**config.mk**
```make
export PLATFORM = sky130hd
export DESIGN_NAME = pc_redirect_controller
export DESIGN_NICKNAME = d
export VERILOG_FILES = /design/src/rtl/pc_redirect_controller_pkg.sv /design/src/rtl/pc_redirect_controller_perf_counter.sv /design/src/rtl/pc_redirect_controller.sv
export SDC_FILE = /design/constraint.sdc
export NUM_CORES = 1
export LEC_CHECK = 0
export CORE_ASPECT_RATIO = 1.75
export CORE_UTILIZATION = 41
export CTS_CLUSTER_DIAMETER = 40
export DETAILED_ROUTE_END_ITERATION = 16
export PLACE_DENSITY_LB_ADDON = 0.05
export SLEW_MARGIN = 20
export SYNTH_ARGS = -nofsm -noshare
export SYNTH_HDL_FRONTEND = slang
export SYNTH_SLANG_ARGS = --single-unit
```
**constraint.sdc**
```tcl
create_clock -name CLK -period 1.1 [get_ports CLK]
set_input_delay 0.11 -clock CLK [delete_from_list [all_inputs] [get_ports CLK]]
set_output_delay 0.11 -clock CLK [all_outputs]
set_load 0.01 [all_outputs]
```
**src/rtl/pc_redirect_controller_pkg.sv**
```systemverilog
// Shared types and constants for the PC redirect controller.
// The optional counters are enabled by defining REDIRECT_PERF_CNT_EN.
package pc_redirect_controller_pkg;

    typedef enum logic {
        IDLE = 1'b0,
        HOLD = 1'b1
    } state_e;

    localparam logic [31:0] PC_ALIGN_MASK = 32'h3;

    function automatic logic is_misaligned(input logic [31:0] addr);
        return |(addr & PC_ALIGN_MASK);
    endfunction

endpackage

```
**src/rtl/pc_redirect_controller_perf_counter.sv**
```systemverilog
// Redirect and hold-cycle event counters for the PC redirect controller.
// Only instantiated when REDIRECT_PERF_CNT_EN is defined.
module redirect_perf_counter (
    input  logic        CLK,
    input  logic        RESET,
    input  logic        redirect_inc,
    input  logic        hold_inc,
    output logic [31:0] redirect_count,
    output logic [31:0] hold_cycle_count
);

    logic [31:0] redirect_cnt_q;
    logic [31:0] redirect_cnt_d;
    logic [31:0] hold_cnt_q;
    logic [31:0] hold_cnt_d;

    // Plain 32-bit adds wrap from all-ones to zero.
    always_comb begin
        redirect_cnt_d = redirect_cnt_q;
        hold_cnt_d     = hold_cnt_q;
        if (redirect_inc) redirect_cnt_d = redirect_cnt_q + 32'd1;
        if (hold_inc)     hold_cnt_d     = hold_cnt_q + 32'd1;
    end

    always_ff @(posedge CLK) begin
        if (RESET) begin
            redirect_cnt_q <= 32'h0;
            hold_cnt_q     <= 32'h0;
        end else begin
            redirect_cnt_q <= redirect_cnt_d;
            hold_cnt_q     <= hold_cnt_d;
        end
    end

    assign redirect_count   = redirect_cnt_q;
    assign hold_cycle_count = hold_cnt_q;

endmodule

```
**src/rtl/pc_redirect_controller.sv**
```systemverilog
// Steers the PC mux for EX-stage redirects, holding them across stalls.
// Define REDIRECT_PERF_CNT_EN to add redirect/hold performance counters.
module pc_redirect_controller
    import pc_redirect_controller_pkg::*;
(
    input  logic        CLK,
    input  logic        RESET,
    input  logic        redirect_req,
    input  logic [31:0] redirect_target,
    input  logic        imem_busy,
    input  logic        stall_in,
    output logic        pc_sel,
    output logic [31:0] pc_target,
    output logic        pc_write_en,
    output logic        flush_if_id,
    output logic        flush_id_ex,
    output logic        redirect_pending,
`ifdef REDIRECT_PERF_CNT_EN
    output logic        misalign_exc,
    output logic [31:0] redirect_count,
    output logic [31:0] hold_cycle_count
`else
    output logic        misalign_exc
`endif
);

    state_e      state_q;
    state_e      state_d;
    logic [31:0] held_q;
    logic [31:0] held_d;

    logic        busy;
    logic        issue;
    logic        sel;
    logic        wen;
    logic        flush;
    logic        pend;
    logic        mis;
    logic [31:0] tgt;

    assign busy = imem_busy | stall_in;

    always_comb begin
        state_d = state_q;
        held_d  = held_q;
        issue   = 1'b0;
        sel     = 1'b0;
        wen     = 1'b0;
        flush   = 1'b0;
        pend    = 1'b0;
        mis     = 1'b0;
        tgt     = redirect_target;
        unique case (state_q)
            IDLE: begin
                if (!redirect_req) begin
                    wen = ~busy;
                end else if (busy) begin
                    held_d  = redirect_target;
                    state_d = HOLD;
                end else begin
                    issue = 1'b1;
                end
            end
            HOLD: begin
                tgt  = held_q;
                pend = 1'b1;
                if (!busy) begin
                    issue   = 1'b1;
                    state_d = IDLE;
                end
            end
        endcase
        // Alignment is judged at issue so a held target is checked late.
        if (issue) begin
            flush = 1'b1;
            if (is_misaligned(tgt)) begin
                mis = 1'b1;
            end else begin
                sel = 1'b1;
                wen = 1'b1;
            end
        end
    end

    always_ff @(posedge CLK) begin
        if (RESET) begin
            state_q <= IDLE;
            held_q  <= 32'h0;
        end else begin
            state_q <= state_d;
            held_q  <= held_d;
        end
    end

    assign pc_sel           = sel & ~RESET;
    assign pc_target        = RESET ? 32'h0 : tgt;
    assign pc_write_en      = wen & ~RESET;
    assign flush_if_id      = flush & ~RESET;
    assign flush_id_ex      = flush & ~RESET;
    assign redirect_pending = pend & ~RESET;
    assign misalign_exc     = mis & ~RESET;

`ifdef REDIRECT_PERF_CNT_EN
    logic [31:0] redirect_cnt;
    logic [31:0] hold_cnt;

    redirect_perf_counter u_perf (
        .CLK              (CLK),
        .RESET            (RESET),
        .redirect_inc     (issue & ~mis),
        .hold_inc         (state_q == HOLD),
        .redirect_count   (redirect_cnt),
        .hold_cycle_count (hold_cnt)
    );

    assign redirect_count   = RESET ? 32'h0 : redirect_cnt;
    assign hold_cycle_count = RESET ? 32'h0 : hold_cnt;
`endif

endmodule
```
### Word-level counts from Yosys, hierarchy flattened

Cells that the tools add are included.
W data, S select, Z words.

| storage, ports and cells | value |
|---|---|
| bits in registers | 33 |
| bits of input ports | 37 |
| logic and storage cells | 31 |

| cells by class | value |
|---|---|
| muxes and demuxes | 18 |
| bitwise gates (word level) | 9 |
| reductions and logical operators | 2 |

Operators by type and width:

| operator | count |
|---|---|
| $mux W32 | 2 |
| $mux W1 | 14 |
| $and A1 B1 Y1 | 5 |
| $pmux W1 S2 | 2 |
| $not A1 Y1 | 3 |
| $reduce_and A3 Y1 | 1 |
| $reduce_or A2 Y1 | 1 |
| $or A1 B1 Y1 | 1 |

### Longest topological paths before layout

| depth | value |
|---|---|
| depth after elaboration | 7 |
| gate-level depth with buffers | 5 |
| mapped depth without buffers | 3 |

### Worst setup path before layout

OpenSTA, ideal clock, no wires.

| timing | value |
|---|---|
| path type | register -> output |
| from | register state_q |
| to | output misalign_exc |
| arrival | 902 ps |
| slack | 88 ps |
| cell stages (with the launch flop) | 5 |
| buffers on the path | 1 |
| cell sequence | dfxtp_1 buf_6 nor3_1 a21oi_1 nor2b_1 |

| between the ends | value |
|---|---|
| cells in the longest elaborated chain, start to end | 5 |
| elaborated cells between the ends (all ways) | 7 |

RTL lines:

| element | RTL line | RTL |
|---|---|---|
| start: declaration | pc_redirect_controller.sv:27 | `state_e state_q;` |
| start signal: assignment | pc_redirect_controller.sv:90 | `state_q <= state_d;` |
| $mux W32 | pc_redirect_controller.sv:53 | `unique case (state_q)` |
| $reduce_or A2 Y1 | pc_redirect_controller_pkg.sv:13 | `return \|(addr & PC_ALIGN_MASK);` |
| $mux W1 | pc_redirect_controller.sv:76 | `if (is_misaligned(tgt)) begin` |
| $mux W1 (*) | pc_redirect_controller.sv:74 | `if (issue) begin` |
| $and A1 B1 Y1 (*) | pc_redirect_controller.sv:101 | `assign misalign_exc = mis & ~RESET;` |
| end: declaration | pc_redirect_controller.sv:23 | `output logic misalign_exc` |

Every way passes the cells marked *; elsewhere a longest branch is shown, timed or not.

### Worst setup path in the final report

| timing | value |
|---|---|
| from | register state_q |
| to | output pc_target[24] |

| between the ends | value |
|---|---|
| cells in the longest elaborated chain, start to end | 2 |

RTL lines:

| element | RTL line | RTL |
|---|---|---|
| $mux W32 | pc_redirect_controller.sv:53 |  |
| $mux W32 | pc_redirect_controller.sv:96 | `assign pc_target = RESET ? 32'h0 : tgt;` |
| end: declaration | pc_redirect_controller.sv:13 | `output logic [31:0] pc_target,` |

No other way between the ends.

==> results by group <==
Outcome
  • Outcome: complete, but fails checks
  • Failing checks: setup timing

Min path
  • Hold depth: 3
  • Hold WC Path Type: in -> reg
  • Critical hold path startpoint: RESET

STA
  • Rel. slew slack: 83.0%
  • Fmax: 0.664 GHz
  • Actual slew at the worst max-slew pin: 255 ps
  • Max Slew Vio Count: 0
  • RSZ-0062 raised after global routing: yes
  • Hold slack: between 400 and 500 ps
  • Tmin final: 1510 ps
  • Clock skew: roughly 4.1 ps
  • Tcrit/Tclk final: 137%
  • Final Setup Violations: 70
  • Final hold vios: 0
  • Final worst setup slack: -406 ps

Logic synthesis
  • Commonest cells post-synth: mux2i_1 (64), nand2b_1 (64), nor2_1 (36)
  • Mapped Cells: around 230
  • Main area contributors after synthesis: dfxtp_1 (31%), mux2i_1 (30%), nand2b_1 (19%)
  • Ys Warns: 0
  • Post-synth EDFFs: 0
  • Synth async-reset ratio: 0%
  • Post-Syn Area per Cell: between 9 and 10 µm²
  • Synth Cell Area: 0.00211 mm²
  • Share of the synthesized area in the top cell type: roughly 31%
  • Seq/Total Area, Yosys: 31.3%
  • Synthesized flop and latch total: 33
  • Synth Net Count: approximately 270
  • Cell accounting for the most synthesized area: dfxtp_1
  • Distinct cells, synth: 20
  • Post-synth top flop: dfxtp_1

Clocking
  • CTS buffer count: 5
  • Number of H-tree levels: 2
  • Clk sinks: 33
  • Worst skew pair latency: 280 ps
  • Reg clk slew, reported paths: 70 ps
  • TritonCTS clock tree: built
  • CTS Buffer Depth: 2
  • CTS root buffer: clkbuf_8

Power
  • Clk pwr share: 33.9%
  • P_sw: 901 µW
  • Sequential power share: a little under two fifths
  • Pint: 2600 µW
  • Comb power frac: 28.3%
  • PwrDens: 1080 mW/mm²
  • Static power due to leakage: 0.00143 µW
  • Switching power share of the total: ~26%
  • Worst VDD drop: 0.911 mV

Finish
  • Antenna Diode Count: 0
  • Nets: 368
  • Filler cells: between 400 and 500
  • Count of non-filler cells in the finished layout: about 390
  • Multi-input gate area: 0.00133 mm²
  • Final core area utilization: between 60 and 70%
  • Register area: 664 µm²
  • Area Overhead vs Synth: 53.2%
  • Share of cells above drive strength 1: 29.8%
  • Final Cell Area: 0.00323 mm²

Worst setup path
  • CP startpoint: state_q
  • Buf+Inv Stages, Crit Path: 3
  • Max FO, Critical Path: 5
  • Crit-path leading delay family: flip-flops
  • R2R Path Start: state_q
  • Crit-path cells: buf_6 > buf_12 > mux2i_1 > nor2_1 > buf_2
  • Setup CP Type: reg -> out
  • Crit path DAT: 1400 ps
  • Largest stage delay, worst path: 430 ps
  • Worst setup SP type: register
  • Critical path depth: 5
  • CP max stage cell: dfxtp_4
  • Worst setup EP type: output port
  • Worst path required time: 990 ps
  • R2R depth: 7

GRT
  • Largest net degree at the start of global routing: 67
  • First-pass GRT wire length: roughly 8.5 mm
  • GR Util All Layers: 19.7%
  • GR Overflow Total: 0
  • Number of global-route vias before repair: about 1.8k
  • Initial antenna violation count: 0

Floorplan
  • Initial core utilization: between 40% and 50%
  • Total I/O pin count: 75
  • Total core area: 0.00498 mm²
  • Die height: 96.9 µm
  • Full die area: 0.00545 mm²
  • # rows: 34
  • DIE WIDTH: 56.2 µm

Placed design
  • Dpl hpwl: 3.14 mm
  • Buffers on Ports: 74
  • Final Wtd Congestion: around 0.7
  • Post-DP Area: roughly 0.0030 mm²
  • Placed cell count: about 360

Route
  • DRC viols: 0
  • WL per Instance: about 13 µm
  • Starting DRT DRC Count: 52
  • First-pass iteration count of the detailed router: 4
  • DR vias/cell: 4.81
  • DRT Wirelength: 5.12 mm
  • Final ANT Viol Nets: 0
  • Routed vias: 1856

Run
  • Max_cap viols: 0
[flip-flops by register name, summed over array words and instances (netlist names)]
| register | cells |
|---|---|
| state_q | 1 |
| held_q | 32 |
[path summary, 6_finish.rpt]
path                         to  slack [ps]
setup / recovery  pc_target[24]        -410
hold / removal          state_q         400
setup reg to reg     held_q[19]        -400
hold reg to reg       held_q[9]         470
[final cells by class]
type | count | share of cell area, %
clock inverter | 1 | 0.928
tap | 54 | 2.09
sequential | 33 | 20.5
clock buffer | 7 | 2.67
multi-input combinational | 176 | 41.0
timing repair buffer | 114 | 32.6
inverter | 1 | 0.116
[metrics by stage]
step	power [µW]	setup TNS, ps	setup slack [ps]
final	3500	-22650	-406
after floorplan	1830	0	87.6
after CTS	3560	-23710	-449
after global routing	3670	-26850	-450
after global placement	2240	-26590	-562
after detailed placement	2250	-26950	-607
[tightest hold or removal path, stage by stage]
cell and delay, ps:
buf_2 160, buf_4 290, nor3_1 90
[layout by cell type (no fill, tap or decap)]
cell / Yosys / final
nor3_4: 0 / 1
o211a_1: 1 / 1
buf_2: 5 / 36
nor2_8: 1 / 1
buf_4: 1 / 18
inv_2: 0 / 1
nor2_1: 36 / 36
nor2b_2: 0 / 1
buf_12: 3 / 9
dfxtp_4: 0 / 1
buf_6: 2 / 12
a21oi_4: 0 / 1
bufinv_16: 0 / 1
nor3_2: 1 / 1
clkbuf_8: 0 / 6
nor3_1: 2 / 1
o21ai_2: 0 / 1
mux2i_1: 64 / 62
mux2i_2: 0 / 2
dfxtp_1: 33 / 32
nand2b_4: 1 / 1
buf_16: 0 / 1
clkdlybuf4s50_1: 0 / 34
o21ai_4: 0 / 1
nand2b_1: 64 / 64
nor2_4: 1 / 1
buf_8: 2 / 3
clkbuf_1: 6 / 1
nor2b_1: 2 / 1
dlymetal6s2s_1: 0 / 1
[power by group through the flow]
| stage | Clock [µW] | Combinational, µW | Sequential [µW] |
|---|---|---|---|
| 6_report | 1180 | 990 | 1320 |
| 5_1_grt | 1280 | 1070 | 1330 |
| 4_1_cts | 1210 | 1020 | 1320 |
| 3_5_place_dp | 0 | 903 | 1350 |
| 3_3_place_gp | 0 | 895 | 1350 |
| 2_1_floorplan | 0 | 503 | 1330 |
[cell families (layout without fill, tap and decap cells)]
logic type / count (synthesis) / in the layout / share of synthesized area, %
AND/OR/NAND/NOR: 108 / 108 / 29.0
multiplexers: 64 / 64 / 30.3
flip-flops: 33 / 33 / 31.3
buffers and inverters: 20 / 123 / 8.12
AO/OA/AOI/OAI: 4 / 4 / 1.19
[what timing repair did]
action / in CTS / in global routing
cloned: 4 / 0
setup buffers: 19 / 4
resized for setup: 178 / 18
hold buffers: 0 / 0
endpoints found under the setup margin: 70 / 70
pin swaps: 2 / 9
[layer usage]
metal	GRT usage, %	wire length [µm]	vias up	share of wire [%]
li1	-	-	954	-
met1	22.6	2120	841	41
met2	35.2	2710	53	53
met3	4.28	191	8	3.7
met4	7.13	98	0	1.9
met5	0	0	-	0
Power figures use the tool's default switching activity.
